## config.mk

```make
export PLATFORM = sky130hd
export DESIGN_NAME = operand_stage
export DESIGN_NICKNAME = d
export VERILOG_FILES = /design/src/rtl/operand_stage.sv
export SDC_FILE = /design/constraint.sdc
export NUM_CORES = 1
export LEC_CHECK = 0
export BUFFER_PORTS_ARGS = -buffer_cell sky130_fd_sc_hd__buf_4
export CAP_MARGIN = 20
export CORE_ASPECT_RATIO = 1.5
export CORE_MARGIN = 3
export CORE_UTILIZATION = 49
export DETAILED_ROUTE_END_ITERATION = 8
export PLACE_DENSITY = 0.8
export SETUP_SLACK_MARGIN = 0.02
export SLEW_MARGIN = 15
export SYNTH_ARGS = -nofsm -noshare
export SYNTH_HDL_FRONTEND = slang
export SYNTH_SLANG_ARGS = --single-unit
```

## constraint.sdc

```tcl
create_clock -name clk -period 3.4 [get_ports clk]
set_clock_uncertainty 0.15 [all_clocks]
set_input_delay 0.51 -clock clk [delete_from_list [all_inputs] [get_ports clk]]
set_output_delay 0.51 -clock clk [all_outputs]
set_load 0.01 [all_outputs]
```

## src/rtl/operand_stage.sv

```systemverilog
`default_nettype none
// ============================================================================
// operand_stage: operand fetch with register scoreboard and hazard stall.
// Optional OPERAND_BYPASS_EN forwards same-cycle writeback data to operands.
// Revision: 1.0
// ============================================================================
module operand_stage #(
   parameter int DATA_W = 32,
   parameter int AW     = 5
) (
   input  logic              clk,
   input  logic              reset,
   input  logic              iValid,
   output logic              oReady,
   input  logic [AW-1:0]     iRs1,
   input  logic [AW-1:0]     iRs2,
   input  logic [AW-1:0]     iRd,
   input  logic              iRdWe,
   output logic [AW-1:0]     oRAddr1,
   output logic [AW-1:0]     oRAddr2,
   input  logic [DATA_W-1:0] iRData1,
   input  logic [DATA_W-1:0] iRData2,
   input  logic [AW-1:0]     iWAddr,
   input  logic [DATA_W-1:0] iWData,
   input  logic              iWe,
   input  logic              iFlush,
   output logic              oValid,
   input  logic              iReady,
   output logic [DATA_W-1:0] oOp1,
   output logic [DATA_W-1:0] oOp2,
   output logic [AW-1:0]     oRd,
   output logic              oRdWe
);

   localparam int NREG = 1 << AW;

   logic [NREG-1:0]   busy;
   logic [NREG-1:0]   busy_nxt;
   logic              wb_hit1;
   logic              wb_hit2;
   logic              src1_busy;
   logic              src2_busy;
   logic              inflight_hit;
   logic              hazard;
   logic              accept;
   logic              handoff;
   logic [DATA_W-1:0] op1_sel;
   logic [DATA_W-1:0] op2_sel;

   assign oRAddr1 = iRs1;
   assign oRAddr2 = iRs2;

   assign wb_hit1 = iWe && (iWAddr == iRs1);
   assign wb_hit2 = iWe && (iWAddr == iRs2);

`ifdef OPERAND_BYPASS_EN
   assign src1_busy = busy[iRs1] && !wb_hit1;
   assign src2_busy = busy[iRs2] && !wb_hit2;
   assign op1_sel   = wb_hit1 ? iWData : iRData1;
   assign op2_sel   = wb_hit2 ? iWData : iRData2;
`else
   // The register file only shows a write after the edge, so a source being
   // written this cycle must wait one more cycle.
   logic unused_wdata;
   assign unused_wdata = ^iWData;
   assign src1_busy    = busy[iRs1] || wb_hit1;
   assign src2_busy    = busy[iRs2] || wb_hit2;
   assign op1_sel      = iRData1;
   assign op2_sel      = iRData2;
`endif

   // The held instruction has not yet marked its destination busy.
   assign inflight_hit = oValid && oRdWe &&
                         ((oRd == iRs1) || (oRd == iRs2) || (iRdWe && (oRd == iRd)));

   assign hazard  = iValid && (src1_busy || src2_busy || (iRdWe && busy[iRd]) || inflight_hit);
   assign oReady  = !reset && !hazard && (!oValid || iReady) && !iFlush;
   assign accept  = iValid && oReady;
   assign handoff = oValid && iReady && !iFlush;

   // Set is applied after clear so a same-register collision leaves it busy.
   always_comb begin
      busy_nxt = busy;
      if (iWe) begin
         busy_nxt[iWAddr] = 1'b0;
      end
      if (handoff && oRdWe) begin
         busy_nxt[oRd] = 1'b1;
      end
   end

   always_ff @(posedge clk) begin
      if (reset) begin
         busy   <= '0;
         oValid <= 1'b0;
         oOp1   <= '0;
         oOp2   <= '0;
         oRd    <= '0;
         oRdWe  <= 1'b0;
      end else begin
         busy <= busy_nxt;
         if (accept) begin
            oValid <= 1'b1;
            oOp1   <= op1_sel;
            oOp2   <= op2_sel;
            oRd    <= iRd;
            oRdWe  <= iRdWe;
         end else if (iFlush || iReady) begin
            oValid <= 1'b0;
         end
      end
   end

endmodule
`default_nettype wire

```

== After elaboration in Yosys (flattened, before gate mapping) ==
Cells that the tools add are included.
Widths: inputs -> output; s select.

* Register bits: 103
* Bits of input ports: 123
* Output and inout port bits: 82
* Word-level logic and storage cells: 65

* Order comparisons: 7
* Equality and inequality tests: 5
* Bitwise logic cells: 3
* Reductions and logical operators: 30
* Mux-type cells: 14

{| class="wikitable"
|+ Operator list
! operator !! number
|-
| $mux 32 || 2
|-
| $and 32x32->32 || 1
|-
| $not 32->32 || 1
|-
| $or 32x32->32 || 1
|-
| $lt 5x6->1 const B || 5
|-
| $eq 5x5->1 || 5
|-
| $logic_and 1x1->1 || 16
|-
| $bmux 1 s5 || 3
|-
| $demux 1 s5 || 2
|-
| $ge 5x1->1 const B || 2
|-
| $logic_or 1x1->1 || 9
|-
| $mux 1 || 7
|-
| $logic_not 1->1 || 4
|-
| $reduce_bool 2->1 || 1
|}

== Longest topological paths before layout ==
* Depth after elaboration: 13
* Gate-level depth with buffers: 10
* Mapped depth without buffers: 7

== Least setup slack after synthesis ==
OpenSTA, ideal clock, no wires.

* Path kind: input-to-output
* From: in iRs1[0]
* To: out oReady
* Arrival time: 2352 ps
* Path buffers: 2
* Stages on the path: 9
* Slack: 388 ps
* Data required time: 2740 ps
* Cell sequence: buf_6 mux4_2 mux2i_1 nor3_1 nor4_1 and4_1 buf_4 nand2_1 a21boi_0

* Cells in the longest elaborated chain, start to end: 11
* Elaborated cells on any way between the ends: 17
* Classes of those cells: eq/ne: 2; mux: 2; reduce/logical: 13

{| class="wikitable"
|+ RTL lines
! element !! RTL line !! text
|-
| start: declaration || 15 || <nowiki>input logic [AW-1:0] iRs1,</nowiki>
|-
| $bmux 1 s5 or $eq 5x5->1 (tied branches) || 66, 53 ||
|-
| $mux 1 (implied by the code) or $logic_and 1x1->1 (tied branches) || 66, 53 ||
|-
| $logic_or 1x1->1 || 66 || <nowiki>assign src1_busy = busy[iRs1] || wb_hit1;</nowiki>
|-
| $logic_or 1x1->1 (2 in series) || 76 || <nowiki>assign hazard = iValid && (src1_busy || src2_busy || (iRdWe && busy[iRd]) || inflight_hit);</nowiki>
|-
| $logic_or 1x1->1 * || 76 ||
|-
| $logic_and 1x1->1 * || 76 ||
|-
| $logic_not 1->1 * || 77 || <nowiki>assign oReady = !reset && !hazard && (!oValid || iReady) && !iFlush;</nowiki>
|-
| $logic_and 1x1->1 * (3 in series) || 77 ||
|-
| end: declaration || 14 || <nowiki>output logic oReady,</nowiki>
|}

Every way passes the cells marked *; elsewhere a longest branch is shown, timed or not. The select of a mux whose other input is x is not followed.

== Worst setup path in the final report ==
Same ends and word-level chain as after synthesis.

==> flow_metrics.py <==
metrics = {
    "synth": {
        "synth_nets": 742,
        "netlist_instances": 619,
        "yosys_register_bits": 103,
        "synth_xor_area_share_pct": 4.17,
        "synth.distinct_cells": 36,
        "synthTopCellsByArea": "dfxtp_1 39%, o21ai_0 9.8%, a21oi_1 9.7%",
        "synthesis.area_um2": 5250,
        "synth_top_family_by_area": "compound AO/OA/AOI/OAI gates",
        "ys_async_sr_fraction_pct": 0,
        "synthMuxAreaShare_pct": 11.3,
        "synth_top_area_cell": "dfxtp_1",
        "avgSynthCellArea_um2": 8.48,
        "synth-edff-count": 0,
        "yosys.area_share.adder_pct": 0,
        "synth_warnings": 0,
        "synthSimpleGateAreaFrac_pct": 17.1,
        "synth_compound_area_share_pct": 20.9,
        "synth_top_area_share_pct": 39.3,
        "synth_seq_area_share_pct": 39.3,
        "synth_ff_type": "dfxtp_1",
    },
    "setup_path": {
        "worstPathRequired_ns": 2.74,
        "r2r_cells": 8,
        "end_kind": "primary output",
        "path_max_fanout": 11,
        "rrSetupSlack_ns": 0.66,
        "startpoint_type": "input pin",
        "arrival_ns": 2.55,
        "crit_type": "in2out",
    },
    "floorplanning": {
        "start_util_pct": 50.9,
        "ios": 205,
        "die_h_um": 133,
        "die-area_um2": 12000,
        "fp.dieW_um": 90.5,
        "core_um2": 10300,
        "placementRows": 45,
    },
    "timing": {
        "fmax_ghz": 0.312,
        "final-hold-violation-count": 0,
        "tightest_slew_ns": 1.07,
        "maxSlewHeadroom_pct": 28.6,
        "finalWorstSetupSlack_ns": 0.194,
        "fin_setup_tns_ns": 0,
        "rsz0062_at_grt": "false",
        "final.period_utilization_pct": 94.3,
        "drv_slew": 0,
        "fin_crit_ns": 3.21,
        "hold-worst-slack_ns": 0.268,
        "finalSetupViolCount": 0,
    },
    "job": {
        "maxCapViolCount": 0,
    },
    "routing": {
        "wirelength_um": 16400,
        "firstDrtPassIters": 5,
        "post_drt_wl_per_cell_um": 18.6,
        "drc_errors": 0,
        "drt_iter0_markers": 418,
        "via_count": 5359,
        "vias_per_cell": 6.06,
        "final_antenna_net_count": 0,
    },
    "placed_design": {
        "dp.cells": 869,
        "place_area_um2": 6450,
        "dp_slack_ns": 0.166,
        "dpl.hpwl_um": 11400,
        "port_buffers": 172,
        "gp_congestion": 0.932,
    },
    "layout": {
        "postLayoutCellArea_um2": 6750,
        "drive_above_1_share_pct": 30.6,
        "layout_common_cells": "175 x buf_4, 103 x o21ai_0, 103 x dfxtp_1",
        "final_cells": 885,
        "fillers": 865,
        "diodes": 0,
        "area_growth_pct": 28.6,
        "final_common_cell": "buf_4",
        "nets": 862,
    },
    "pwr": {
        "p_leak_nw": 2.56,
        "vdd_ir_drop_max_mv": 0.237,
        "p_per_area_nw_per_um2": 391,
    },
    "cts": {
        "cts-root-buf": "clkbuf_16",
        "hold_buffers": 0,
        "cts.htree.levels": 3,
        "clkSinkCount": 103,
        "post_cts_buffers": 0,
        "clock_latency_ns": 0.35,
        "cts_buffers": 9,
        "cts.reportedPaths.clkPinSlew_ns": 0.07,
        "cts_tree": "built",
        "cts_buffer_depth": 2,
    },
    "worst_hold_path": {
        "min_path_type": "in2reg",
        "holdPathStages": 3,
    },
    "global_routing": {
        "grt_pass1_vias": 5265,
        "grt_max_degree": 104,
        "grtUsageTotal_pct": 26.4,
        "antenna_found_initial": 0,
        "grt_pass1_wl_um": 26000,
        "overflow": 0,
    },
    "run_status": {
        "outcome": "finished clean",
    },
}
-- path summary, 6_finish.rpt --
path,to,start
worst max-delay path,oReady,iRs1[0]
worst max register to register,oOp1[14]$_SDFFE_PP0P_,oRd[3]$_SDFFE_PP0P_
worst min register to register,oOp1[28]$_SDFFE_PP0P_,oOp1[28]$_SDFFE_PP0P_
worst min-delay path,oOp1[21]$_SDFFE_PP0P_,iRData1[21]
-- registers in the layout (all words and copies together), names as in the netlist --
name    cells
oOp1       32
oValid      1
oRdWe       1
oOp2       32
oRd         5
busy       32
-- critical path, cell delays in order --
cell	delay, ns
buf_4	0.19
mux4_2	0.54
mux2i_1	0.18
nor3_1	0.08
nor4_2	0.33
and4_2	0.31
nand2_1	0.07
a21boi_0	0.18
buf_4	0.16
-- through the flow --
stage / power, mW / utilization, %
after global placement: 1.64 / 62.6
after CTS: 2.65 / 65.4
final: 2.64 / 65.5
after detailed placement: 1.65 / 62.6
after global routing: 2.74 / 65.5
after floorplan: 1.49 / -
-- Yosys cell counts, types with 5 or more instances --
cell	number
nor2b_1	5
and3_1	5
a21oi_1	102
mux4_2	22
buf_6	8
nor2_1	9
nand4_1	5
nand2_1	43
buf_2	13
a22oi_1	5
nor4_1	5
clkbuf_1	37
nor3_1	5
dfxtp_1	103
nand3b_1	8
xnor2_1	14
nor3b_1	6
buf_4	11
o21ai_0	103
mux2i_1	5
nand3_1	74
xor2_1	11
-- routing by layer --
metal | part of all wire, % | vias up | GRT usage (%)
li1 | - | 2472 | -
met1 | 35 | 2518 | 29.8
met2 | 51 | 306 | 46.9
met3 | 9.2 | 63 | 5.40
met4 | 3.9 | 0 | 13.2
met5 | 0 | - | 0
-- kinds of logic (layout without fill, tap and decap cells) --
family | count (synthesis) | in the layout
AOI/OAI and AO/OA | 214 | 214
DFF | 103 | 103
and+or+nand+nor | 175 | 175
muxes | 31 | 31
xor gates and xnor gates | 25 | 25
buffers and inverters | 71 | 196
-- repair_timing --
action / 4_1_cts / 5_1_grt
setup endpoints to repair: 0 / 1
gates resized for setup: 0 / 2
hold endpoints to repair: 0 / 0
-- area by class of cell --
class / instances / area [um2] / share of cell area (%)
Clock buffer: 9 / 225 / 3.34
Tap cell: 141 / 176 / 2.61
Multi-Input combinational cell: 445 / 2820 / 41.8
Clock inverter: 7 / 67.6 / 1.00
Sequential cell: 103 / 2060 / 30.5
Timing Repair Buffer: 179 / 1390 / 20.6
Inverter: 1 / 3.75 / 0.0556
-- power by group --
part	switching, mW	total, mW	internal [mW]	leakage [nW]
Sequential	0.0171	1.25	1.23	0.832
Clock	0.499	1.01	0.515	0.145
Combinational	0.212	0.381	0.170	1.58
Power figures use the tool's default switching activity.
